<file path="config.mk">
export PLATFORM = sky130hd
export DESIGN_NAME = ram_arbiter
export DESIGN_NICKNAME = d
export VERILOG_FILES = /design/src/rtl/ram_arbiter.sv
export SDC_FILE = /design/constraint.sdc
export NUM_CORES = 1
export LEC_CHECK = 0
export BUFFER_PORTS_ARGS = -buffer_cell sky130_fd_sc_hd__buf_2
export CAP_MARGIN = 5
export CORE_ASPECT_RATIO = 1.5
export CORE_UTILIZATION = 50
export DETAILED_ROUTE_END_ITERATION = 12
export HOLD_SLACK_MARGIN = 0.02
export MAX_ROUTING_LAYER = met4
export PLACE_DENSITY = 0.91
export SLEW_MARGIN = 25
export SYNTH_ARGS = -nofsm -noshare
export SYNTH_HDL_FRONTEND = slang
export SYNTH_SLANG_ARGS = --single-unit
</file>
<file path="constraint.sdc">
create_clock -name clk -period 3.34 [get_ports clk]
set_input_delay 0.334 -clock clk [delete_from_list [all_inputs] [get_ports clk]]
set_output_delay 0.334 -clock clk [all_outputs]
set_load 0.05 [all_outputs]
</file>
<file path="src/rtl/ram_arbiter.sv">
// ram_arbiter: shares one asynchronous RAM between the CPU and loader ports and generates its strobes
// Ports: cpu_*/ld_* level requests held until a one-cycle *_ack, with read data in *_rdata;
//        ram_* drive the RAM chip enable, output and write strobes, address and write data, and ram_din returns read data;
//        busy is high outside IDLE, and owner shows the port of the current or last grant (0 = CPU, 1 = loader).
module ram_arbiter #(
  parameter int WAIT_CYCLES = 1,
  parameter int CPU_BURST = 4
) (
  input  logic        clk,
  input  logic        nrst,
  input  logic        cpu_req,
  input  logic        cpu_we,
  input  logic [12:0] cpu_addr,
  input  logic [11:0] cpu_wdata,
  output logic        cpu_ack,
  output logic [11:0] cpu_rdata,
  input  logic        ld_req,
  input  logic        ld_we,
  input  logic [12:0] ld_addr,
  input  logic [11:0] ld_wdata,
  output logic        ld_ack,
  output logic [11:0] ld_rdata,
  output logic        ram_nce,
  output logic        ram_noe,
  output logic        ram_nwe,
  output logic [12:0] ram_abus,
  output logic [11:0] ram_dout,
  output logic        ram_dout_en,
  input  logic [11:0] ram_din,
  output logic        busy,
  output logic        owner
);
  typedef enum logic [1:0] {IDLE, SETUP, STROBE, RECOVER} state_t;
  localparam logic [3:0] WLAST = 4'(WAIT_CYCLES - 1);
  localparam logic [3:0] BURST = 4'(CPU_BURST);
  state_t state_q, state_d;
  logic [3:0] wcnt_q, wcnt_d, streak_q, streak_d;
  logic owner_q, owner_d, we_q, we_d, pick_ld;
  logic [12:0] addr_q, addr_d;
  logic [11:0] wdata_q, wdata_d, cpu_rdata_q, cpu_rdata_d, ld_rdata_q, ld_rdata_d;
  logic nce_q, noe_q, nwe_q, dout_en_q, cpu_ack_q, ld_ack_q, busy_q;
  always_comb begin
    pick_ld = ld_req && (!cpu_req || streak_q == BURST);
    state_d = state_q;
    wcnt_d = wcnt_q;
    streak_d = streak_q;
    owner_d = owner_q;
    we_d = we_q;
    addr_d = addr_q;
    wdata_d = wdata_q;
    cpu_rdata_d = cpu_rdata_q;
    ld_rdata_d = ld_rdata_q;
    case (state_q)
      IDLE: if (cpu_req || ld_req) begin
        state_d = SETUP;
        owner_d = pick_ld;
        we_d = pick_ld ? ld_we : cpu_we;
        addr_d = pick_ld ? ld_addr : cpu_addr;
        wdata_d = pick_ld ? ld_wdata : cpu_wdata;
        streak_d = (pick_ld || !ld_req) ? 4'd0 : streak_q + {3'd0, streak_q != BURST};
      end
      SETUP: begin
        state_d = STROBE;
        wcnt_d = WLAST;
      end
      STROBE: begin
        state_d = (wcnt_q == 4'd0) ? RECOVER : STROBE;
        wcnt_d = wcnt_q - 4'd1;
        // read data is taken while OE is still asserted, into the owner's register only
        if (wcnt_q == 4'd0 && !we_q) begin
          cpu_rdata_d = owner_q ? cpu_rdata_q : ram_din;
          ld_rdata_d = owner_q ? ram_din : ld_rdata_q;
        end
      end
      default: state_d = IDLE;
    endcase
  end
  // strobes are registered from the next state so every output comes straight from a flop
  always_ff @(posedge clk or negedge nrst) begin
    if (!nrst) begin
      state_q <= IDLE;
      wcnt_q <= '0;
      streak_q <= '0;
      owner_q <= 1'b0;
      we_q <= 1'b0;
      addr_q <= '0;
      wdata_q <= '0;
      cpu_rdata_q <= '0;
      ld_rdata_q <= '0;
      nce_q <= 1'b1;
      noe_q <= 1'b1;
      nwe_q <= 1'b1;
      dout_en_q <= 1'b0;
      cpu_ack_q <= 1'b0;
      ld_ack_q <= 1'b0;
      busy_q <= 1'b0;
    end else begin
      state_q <= state_d;
      wcnt_q <= wcnt_d;
      streak_q <= streak_d;
      owner_q <= owner_d;
      we_q <= we_d;
      addr_q <= addr_d;
      wdata_q <= wdata_d;
      cpu_rdata_q <= cpu_rdata_d;
      ld_rdata_q <= ld_rdata_d;
      nce_q <= state_d == IDLE;
      noe_q <= !(state_d == STROBE && !we_d);
      nwe_q <= !(state_d == STROBE && we_d);
      dout_en_q <= state_d != IDLE && we_d;
      cpu_ack_q <= state_d == RECOVER && !owner_d;
      ld_ack_q <= state_d == RECOVER && owner_d;
      busy_q <= state_d != IDLE;
    end
  end
  assign cpu_ack = cpu_ack_q;
  assign ld_ack = ld_ack_q;
  assign cpu_rdata = cpu_rdata_q;
  assign ld_rdata = ld_rdata_q;
  assign ram_nce = nce_q;
  assign ram_noe = noe_q;
  assign ram_nwe = nwe_q;
  assign ram_abus = addr_q;
  assign ram_dout = wdata_q;
  assign ram_dout_en = dout_en_q;
  assign busy = busy_q;
  assign owner = owner_q;
endmodule

</file>
Word-level counts from Yosys, hierarchy flattened
Cells that the tools add are included.
{"block": "totals", "reg_bits": 68, "elab_cells": 62}
{"block": "op_classes", "mux": 12, "reduce_logical": 25, "addsub": 2, "bitwise_logic": 1, "n_eq_ne": 6}
{"op": "13-bit two-way mux", "count": 1}
{"op": "12-bit two-way mux", "count": 1}
{"op": "4-bit case mux with 2 select lines", "count": 1}
{"op": "1-bit logical AND", "count": 7}
{"op": "1-bit zero test", "count": 7}
{"op": "2-bit equality test, second input constant", "count": 3}
{"op": "1-bit two-way mux", "count": 6}
{"op": "2-bit case mux with 3 select lines", "count": 1}
{"op": "3-bit AND reduction", "count": 2}
{"op": "4-bit by 1-bit adder with 4-bit output", "count": 1}
{"op": "4-bit by 3-bit equality test with 1-bit output, second input constant", "count": 1}
{"op": "2-bit zero test", "count": 2}
{"op": "4-bit zero test", "count": 1}
{"op": "4-bit two-way mux", "count": 1}
{"op": "4-bit by 3-bit != test with 1-bit output, second input constant", "count": 1}
{"op": "2-bit nonzero test", "count": 2}
{"op": "4-bit by 1-bit subtractor with 4-bit output, second input constant", "count": 1}
{"op": "1-bit logical OR", "count": 3}
{"op": "2-bit by 1-bit equality test with 1-bit output, second input constant", "count": 1}
{"op": "2-bit two-way mux", "count": 1}
{"op": "2-bit AND reduction", "count": 1}
{"op": "1-bit NOT", "count": 1}

Longest topological paths before layout
Gate-level depths: netlist (run 1).
{"block": "logic_depth", "word_depth": 9, "ltp_mapped": 8, "mapped_depth_nobuf": 7}

Worst setup path before layout (run 1)
OpenSTA, ideal clock, no wires.
{"block": "synth_timing", "path_type": "reg2reg", "from": "register state_q[0]", "to": "register cpu_rdata_q[10], in the netlist cpu_rdata[10]", "slack_ns": 1.679, "t_arrival_ns": 1.536, "setup_time_ns": 0.125, "path_stages_with_launch": 7, "synth_period_minus_slack_ns": 1.661, "n_path_buf": 1, "path_cell_list": "dfrtp_1 inv_1 ha_1 nand4bb_4 nor3_2 buf_4 mux2_2"}
{"block": "synth_between", "elab_chain_cells": 2}
{"item": "start, declared", "line": "36", "rtl": "state_t state_q, state_d;"}
{"item": "start signal, assigned", "line": "98", "rtl": "state_q <= state_d;"}
{"item": "2-bit equality test", "line": "53", "rtl": "case (state_q)"}
{"item": "3-bit AND reduction (no source line)"}
{"item": "end signal, assigned", "line": "105", "rtl": "cpu_rdata_q <= cpu_rdata_d;"}
{"item": "end, declared", "line": "40", "rtl": "logic [11:0] wdata_q, wdata_d, cpu_rdata_q, cpu_rdata_d, ld_rdata_q, ld_rdata_d;"}
Every way passes these cells.
A chain may end at the register's enable or synchronous reset.

Worst setup path after layout (run 1)
{"block": "layout_timing", "from": "register state_q[0]", "to": "register cpu_rdata_q[2], in the netlist cpu_rdata[2]"}
Same word-level chain as after synthesis.

==> results of run 1 <==
==> logic make-up (layout without fill, tap and decap cells) <==
family	count (synthesis)	count (layout)	synth area share (%)
XOR/XNOR	2	2	0.584
buffers and inverters	23	153	4.09
multiplexers	52	52	19.6
AND/OR/NAND/NOR	54	54	8.50
AO/OA/AOI/OAI	38	38	7.50
adder cells (fa/ha/maj)	7	7	2.92
flip-flops	68	68	56.8
==> layout make-up <==
type,count,share of cell area [%]
Inverter,11,1.07
Multi-Input combinational cell,153,30.6
Timing Repair Buffer,127,17.1
Tap cell,72,2.32
Clock buffer,10,3.55
Sequential cell,68,44.0
Clock inverter,5,1.36
==> sequential cells by signal, indices dropped and copies added (netlist names) <==
name	count
cpu_rdata	12
ram_abus	13
ram_nce	1
owner	1
ram_nwe	1
streak_q	4
ram_dout	12
state_q	2
ram_noe	1
ram_dout_en	1
ld_rdata	12
busy	1
ld_ack	1
wcnt_q	4
cpu_ack	1
we_q	1
==> per-layer routing <==
| metal | part of all wire (%) | wire length [um] | vias to the layer above |
|---|---|---|---|
| li1 | - | - | 1083 |
| met1 | 38 | 2450 | 1113 |
| met2 | 54 | 3470 | 74 |
| met3 | 4.9 | 317 | 21 |
| met4 | 3.7 | 239 | 0 |
| met5 | 0 | 0 | - |
==> through the flow <==
stage | total power (uW) | util (%) | cells | setup WS (ns) | area [sq um]
6_report | 4650 | 67.0 | 446 | 1.09 | 3870
5_1_grt | 4910 | 67.0 | 446 | 0.957 | 3870
2_1_floorplan | 3400 | - | 244 | 1.68 | 3000
3_3_place_gp | 3900 | 63.2 | 430 | 1.20 | 3660
4_1_cts | 4680 | 67.0 | 446 | 1.06 | 3870
3_5_place_dp | 4030 | 63.7 | 431 | 1.09 | 3680
==> path summary, 6_finish.rpt <==
path | end | from | slack (ns) | cells after the start
worst max-delay path | cpu_rdata[2] | state_q[0] | 1.09 | 5
worst min-delay path | ram_dout[5] | nrst | 0.01 | 1
worst max register to register | cpu_rdata[2] | state_q[0] | 1.09 | 5
worst min register to register | ram_dout[11] | ram_dout[11] | 0.48 | 2
max in group asynchronous | ram_noe | nrst | 2.36 | 2
min in group clk | ld_rdata[3] | ram_din[3] | 0.23 | 2
==> worst max-delay path, stage by stage, from the launching register on <==
cell and delay [ns]:
dfrtp_1 0.40, inv_1 0.10, ha_1 0.29, nand4bb_4 0.16, nor3_2 0.74, mux2_2 0.42
==> cells in the mapped netlist <==
master	instances	area share [%]
mux2_2	14	5.3
clkbuf_1	3	0.38
buf_4	1	0.25
nand2_1	41	5.1
dfrtp_1	65	54
a31oi_2	1	0.42
o21ai_1	20	3.3
nand3b_4	1	0.67
o21ai_0	6	1.0
a31oi_1	1	0.21
nor3_1	1	0.17
a21o_1	1	0.25
inv_1	10	1.3
nand4_1	1	0.21
o211a_1	1	0.33
nor3_2	1	0.33
mux2_4	10	5.0
ha_1	7	2.9
a22o_1	2	0.58
a21oi_1	2	0.33
o22ai_1	1	0.21
buf_2	2	0.33
o21a_1	1	0.25
nand4bb_4	1	0.92
mux2i_1	28	9.3
inv_2	1	0.12
buf_1	2	0.25
xor2_1	2	0.58
dfstp_2	3	2.6
nor2b_1	1	0.21
nor2_1	7	0.88
o2111ai_1	1	0.29
buf_6	4	1.5
o21ai_2	1	0.29
==> power by group <==
group | switching (uW) | internal (uW) | total [uW]
Sequential | 212 | 1220 | 1430
Combinational | 1840 | 728 | 2570
Clock | 292 | 357 | 648
Total | 2340 | 2300 | 4650
==> impl_metrics.tcl, run 1 <==
set metrics [dict create \
    status "complete, no violations" \
    syn_area_per_cell_sq_um 12.3 \
    crit_fanout 12 \
    antenna_cells 0 \
    clk_latency_ns 0.34 \
    clock_path_buffers 2 \
    post_cts_buffers 0 \
    grt_max_degree 40 \
    maxCapViolCount 0 \
    antenna_left 0 \
    crit_type "flip-flop to flip-flop" \
    regArea_sq_um 1710 \
    grt_first_pass_wirelength_um 10800 \
    io_buffers 124 \
    cts_root_buffer "clkbuf_8" \
    final_layout_size_suffix_gt1_share_pct 47.1 \
    yosysUniqueCellTypes 34 \
    cts_hold_buf 0 \
    synth-seq-cells 68 \
    power.density_nw_per_um2 1200 \
    worst_setup_path_start_kind "flip-flop" \
    gr-total-overflow 0 \
    grt_setup_unrepaired "no" \
    final_common_cell "buf_2" \
    finalHoldViolations 0 \
    drc_errors 0 \
    nFillCells 446 \
    busiest_layer "met2" \
    fin_crit_ns 2.25 \
    yosysSeqAreaShare_pct 56.8 \
    grt_pass1_vias 2313 \
    cts_max_level 3 \
    dieArea_sq_um 6320 \
    detail_route.wl_per_cell_um 14.5 \
    initial_core_util_pct 51.9 \
    drtIter0Drc 123 \
    die_height_um 96.9 \
    max_slew_margin_pct 35.8 \
    fp.coreArea_sq_um 5790 \
    worstPathRequired_ns 3.56 \
    tns_ns 0 \
    grt_antenna_before_repair 0 \
    tightest_slew_ns 0.957 \
    cp-end-kind "flip-flop" \
    arrival_ns 2.48 \
    grt.met2_usage_pct 36.4 \
    syn2layout_area_growth_pct 29.1 \
    firstDrtPassIters 4 \
    fmax_mhz 444 \
    wl_um 6470 \
    syn-num-nets 319 \
    synthesis.area_sq_um 3000 \
    cts.sinks 68 \
    synthCells 244 \
    fin_crit_sh_pct 67.4 \
    hp-class "input port to asynchronous set/reset pin" \
    power_leakage_uw 0.00212 \
    grt.total_usage_pct 23.6 \
    setup_viol_count_final 0 \
    final_cell_mix "124 x buf_2, 65 x dfrtp_1, 41 x nand2_1, 28 x mux2i_1, 20 x o21ai_1" \
    place_congestion 0.837 \
    hpwl_um 4980 \
    cts_tree "done" \
    rows 34 \
    slew_violations 0 \
    whs_ns 0.0129 \
    worst_ir_drop_vdd_mv 0.525 \
    multiInputGateArea_sq_um 1180 \
    yosysWarnings 0 \
    die_w_um 65.3 \
    route.vias.total 2291 \
    use_met1_pct 27.0 \
    vias_per_cell 5.14 \
    cts_buffers 9 \
    met3_usage_pct 5.66 \
    io_pins 125 \
    path_clk_slew_ns 0.07 \
    cts_resized 0 \
    nets 445 \
    fin_worst_skew_ns 0.00752 \
]
No activity file was read; power rests on OpenSTA's default activity.
==> run 2, diff against run 1 <==
--- a/config.mk
+++ b/config.mk
@@ -8,11 +8,11 @@
 export BUFFER_PORTS_ARGS = -buffer_cell sky130_fd_sc_hd__buf_2
 export CAP_MARGIN = 5
 export CORE_ASPECT_RATIO = 1.5
-export CORE_UTILIZATION = 50
+export CORE_UTILIZATION = 43
 export DETAILED_ROUTE_END_ITERATION = 12
 export HOLD_SLACK_MARGIN = 0.02
 export MAX_ROUTING_LAYER = met4
-export PLACE_DENSITY = 0.91
+export PLACE_DENSITY = 0.84
 export SLEW_MARGIN = 25
 export SYNTH_ARGS = -nofsm -noshare
 export SYNTH_HDL_FRONTEND = slang
==> constraint.sdc (replaced) <==
create_clock -name clk -period 1.9 [get_ports clk]
set_input_delay 0.19 -clock clk [delete_from_list [all_inputs] [get_ports clk]]
set_output_delay 0.19 -clock clk [all_outputs]
set_load 0.05 [all_outputs]
==> impl_metrics.tcl, run 2 (synthesis gave the netlist of run 1 again) <==
set metrics [dict create \
    die_w_um 70.2 \
    crit_type "flip-flop to flip-flop" \
    worst_setup_path_start_kind "flip-flop" \
    slowest_delay_ns 0.40 \
    grt.total_usage_pct 18.7 \
    fin_worst_skew_ns 0.00657 \
    tightest_slew_ns 0.516 \
    reg2reg_slack_ns 0.15 \
    fin_crit_sh_pct 92.3 \
    nets 448 \
    grt_setup_unrepaired "no" \
    die_height_um 104 \
    io_buffers 124 \
    syn2layout_area_growth_pct 30.0 \
    r2r_start "state_q[0]" \
    drtIter0Drc 183 \
    path_clk_slew_ns 0.07 \
    holdPathEnd "cpu_rdata[1]" \
    firstDrtPassIters 4 \
    hpwl_um 4630 \
    worst_ir_drop_vdd_mv 0.925 \
    worstHoldPathCells 2 \
    path_cells "inv_1 -> ha_1 -> nand4bb_4 -> nor2_1 -> nand2_1 -> buf_4 -> mux2_4" \
    swShare_pct 50.4 \
    final_common_cell "buf_2" \
    max_slew_margin_pct 65.5 \
    wl_um 6200 \
    hp-class "input port to flip-flop" \
    place_congestion 0.764 \
    clk_latency_ns 0.34 \
    crit_fanout 12 \
    design_area_sq_um 3900 \
    tns_ns 0 \
    pwr-share-clk_pct 13.7 \
    largest_register_ff_count 13 \
    power_switching_uw 4060 \
    rows 36 \
    gr-total-overflow 0 \
    arrival_ns 1.97 \
    drc_errors 0 \
    maxCapViolCount 0 \
    cts_buffers 9 \
    power.density_nw_per_um2 2070 \
    reg2reg_to "ld_rdata[6]" \
    fin_crit_ns 1.75 \
    setup_viol_count_final 0 \
    rr_worst_depth 7 \
    final_cell_mix "124 x buf_2, 65 x dfrtp_1, 41 x nand2_1, 28 x mux2i_1, 20 x o21ai_1" \
    cp-end-kind "flip-flop" \
    grt_pass1_vias 2243 \
    placed_cell_area_sq_um 3710 \
    cts_hold_buf 1 \
    nFillCells 555 \
    antenna_cells 0 \
    p_seq_share_pct 30.8 \
    route.vias.total 2230 \
    slowest_stage "dfrtp_1" \
    post_cts_buffers 0 \
    grt_first_pass_wirelength_um 10300 \
    cts_root_buffer "clkbuf_8" \
    power_leakage_uw 0.00214 \
    setup_slack_ns 0.147 \
    grt_antenna_before_repair 0 \
    pre_cts_slack_ns 0.160 \
    dieArea_sq_um 7330 \
    status "complete, no violations" \
    worstPathRequired_ns 2.12 \
    p_int_uw 4000 \
    vias_per_cell 4.91 \
    combPwrFrac_pct 55.5 \
    antenna_left 0 \
    io_pins 125 \
    slew_violations 0 \
    detail_route.wl_per_cell_um 13.6 \
    fp.coreArea_sq_um 6620 \
    final_layout_size_suffix_gt1_share_pct 47.1 \
    fmax_mhz 570 \
    clock_path_buffers 2 \
    whs_ns 0.0946 \
    cts_resized 0 \
    cts_tree "done" \
    final_util_pct 58.9 \
    cts_max_level 3 \
    hold_start "ram_din[1]" \
    cts.sinks 68 \
    grt_max_degree 69 \
    finalHoldViolations 0 \
    initial_core_util_pct 45.3 \
]
## run 2: power groups by stage
stage                     registers (uW)  logic, uW  clock network, uW
after global placement              2490       4430                  0
final                               2480       4480               1100
after CTS                           2490       4520               1130
after floorplan                     4540       1440                  0
after detailed placement            2510       4510                  0
after global routing                2580       4740               1210
## run 2: critical path: cells and delay by family (launching register included)
family | cells | cell delay (ns)
fa+ha+maj | 1 | 0.27
buf+inv | 2 | 0.30
flops | 1 | 0.40
mux | 1 | 0.32
simple gates | 3 | 0.33
## run 2: metrics by stage
stage / cells / power [uW]
global route: 454 / 8530
floorplan: 244 / 5980
global placement: 437 / 6920
finish: 454 / 8060
detailed placement: 437 / 7020
CTS: 454 / 8140
## run 2: layer usage
| layer | part of all wire, % | global-route usage [%] |
|---|---|---|
| met1 | 41 | 21.8 |
| met2 | 52 | 29.8 |
| met3 | 5.6 | 6.40 |
| met4 | 1.8 | 7.00 |
| met5 | 0 | - |
## run 2: layout make-up
type                       instances  area, sq um  area share, %
sequential                        68         1710           43.7
multi-input combinational        153         1180           30.4
timing repair buffer             130          693           17.8
clock buffer                      10          128           3.27
tap                               76         95.1           2.44
clock inverter                     6         55.1           1.41
inverter                          11         41.3           1.06
## run 2: worst max-delay path by stage
stage / startpoint / endpoint / slack, ns / cells past startpoint
after floorplan: state_q[0] / cpu_rdata[10] / 0.24 / 6
after global placement: state_q[0] / cpu_rdata[11] / 0.20 / 6
after detailed placement: state_q[0] / cpu_rdata[8] / 0.16 / 6
after CTS: state_q[0] / cpu_rdata[8] / 0.14 / 6
after global routing: streak_q[0] / ram_abus[9] / 0.03 / 7
final: state_q[0] / ld_rdata[6] / 0.15 / 7
==> run 3, diff against run 2 <==
--- a/config.mk
+++ b/config.mk
@@ -12,7 +12,7 @@
 export DETAILED_ROUTE_END_ITERATION = 12
 export HOLD_SLACK_MARGIN = 0.02
 export MAX_ROUTING_LAYER = met4
-export PLACE_DENSITY = 0.84
+export PLACE_DENSITY = 0.83
 export SLEW_MARGIN = 25
 export SYNTH_ARGS = -nofsm -noshare
 export SYNTH_HDL_FRONTEND = slang
==> impl_metrics.tcl, run 3 (synthesis gave the netlist of run 1 again) <==
set metrics [dict create \
    grt_pass1_vias 2333 \
    final_cells 458 \
    vias_per_cell 4.89 \
    hp-class "input port to flip-flop" \
    clk_latency_ns 0.34 \
    antenna_cells 0 \
    fmax_mhz 591 \
    cp-end-kind "flip-flop" \
    rr_worst_depth 8 \
    io_buffers 124 \
    reg2reg_to "ram_nwe" \
    detail_route.wl_per_cell_um 13.9 \
    grt.total_usage_pct 19.4 \
    multiInputGateArea_sq_um 1180 \
    antenna_left 0 \
    regArea_sq_um 1710 \
    largest_register_ff_count 13 \
    io_pins 125 \
    crit_fanout 9 \
    firstDrtPassIters 4 \
    setup_viol_count_final 0 \
    cts_buffers 9 \
    busiest_layer "met2" \
    nets 452 \
    power.density_nw_per_um2 2080 \
    r2r_start "streak_q[0]" \
    setup_slack_ns 0.208 \
    reg2reg_slack_ns 0.21 \
    cts.sinks 68 \
    path_clk_slew_ns 0.08 \
    design_area_sq_um 3950 \
    gr-total-overflow 0 \
    status "complete, no violations" \
    grt_max_degree 43 \
    wl_um 6370 \
    nFillCells 551 \
    die_height_um 104 \
    fin_crit_sh_pct 89.1 \
    grt_first_pass_wirelength_um 10700 \
    final_common_cell "buf_2" \
    pre_cts_slack_ns 0.211 \
    crit_path_end "ram_nwe" \
    initial_core_util_pct 45.3 \
    fin_worst_skew_ns 0.0137 \
    cts_max_level 3 \
    fp.coreArea_sq_um 6620 \
    tightest_slew_ns 0.518 \
    syn2layout_area_growth_pct 31.6 \
    hpwl_um 4900 \
    drc_errors 0 \
    grt_antenna_before_repair 0 \
    placed_cell_area_sq_um 3730 \
    rows 36 \
    final_cell_mix "124 x buf_2, 65 x dfrtp_1, 41 x nand2_1, 28 x mux2i_1, 20 x o21ai_1" \
    fin_crit_ns 1.69 \
    grt_setup_unrepaired "no" \
    die_w_um 70.2 \
    cts_root_buffer "clkbuf_8" \
    worst_setup_path_start_kind "flip-flop" \
    dieArea_sq_um 7330 \
    max_slew_margin_pct 65.5 \
    cp-startpoint "streak_q[0]" \
    drtIter0Drc 111 \
    cts_tree "done" \
    arrival_ns 1.95 \
    use_met1_pct 22.0 \
    slew_violations 0 \
    place_congestion 0.745 \
    worst_ir_drop_vdd_mv 0.923 \
    crit_type "flip-flop to flip-flop" \
    met3_usage_pct 4.75 \
    clock_path_buffers 2 \
    route.vias.total 2239 \
    worstPathRequired_ns 2.16 \
    tns_ns 0 \
    final_layout_size_suffix_gt1_share_pct 47.9 \
    dp.cells 441 \
    cts_resized 0 \
    grt.met2_usage_pct 31.4 \
    power_leakage_uw 0.00216 \
    finalHoldViolations 0 \
    maxCapViolCount 0 \
]
[run 3: per-layer routing]
metal / vias to the layer above / part of all wire [%]
met2: 66 / 51
met3: 16 / 4.3
met4: 0 / 2.9
li1: 1100 / -
met5: - / 0
met1: 1057 / 41
[run 3: how the worst min path moves through the flow]
stage                          start     endpoint  slack, ns  cells after the start
after floorplan                 nrst         busy      -0.11                      0
after global placement          nrst  ram_dout[5]     -0.006                      1
after detailed placement        nrst  ram_dout[7]     -0.004                      1
after CTS                 ram_din[3]  ld_rdata[3]       0.08                      2
after global routing      ram_din[9]  ld_rdata[9]       0.08                      2
final                     ram_din[5]  ld_rdata[5]       0.09                      2
[run 3: worst max-delay path: stages, from the launching register on]
cell,delay (ns)
dfrtp_1,0.41
inv_1,0.07
ha_1,0.19
nand3b_4,0.11
a21o_1,0.25
buf_4,0.21
o211a_1,0.28
inv_2,0.06
nand2_1,0.04
[run 3: area by class of cell]
class                           instances  share of cell area, %
Multi-Input combinational cell        153                   30.0
Clock buffer                           11                   3.83
Timing Repair Buffer                  134                   18.0
Clock inverter                          5                   1.52
Tap cell                               76                   2.41
Sequential cell                        68                   43.2
Inverter                               11                   1.05
[run 3: per-stage QoR]
step,utilization [%],total power (uW),hold slack (ns)
after global routing,59.6,8710,0.0799
final,59.6,8220,0.0915
after floorplan,-,5980,-0.106
after CTS,59.6,8290,0.0774
after detailed placement,56.3,7050,-0.00401
after global placement,56.3,6940,-0.00622
[run 3: report_power, final]
part / switching, uW / leakage, uW / internal (uW) / total [uW]
logic: 3230 / 0.00122 / 1280 / 4510
clock network: 532 / 0.000106 / 679 / 1210
registers: 352 / 0.000830 / 2140 / 2500
total: 4120 / 0.00216 / 4100 / 8220
[run 3: timing repair]
item	4_1_cts	5_1_grt
hold buffers	1	0
buffers inserted	0	0
endpoints found under the setup margin	0	0
endpoints found under the hold margin	65	0
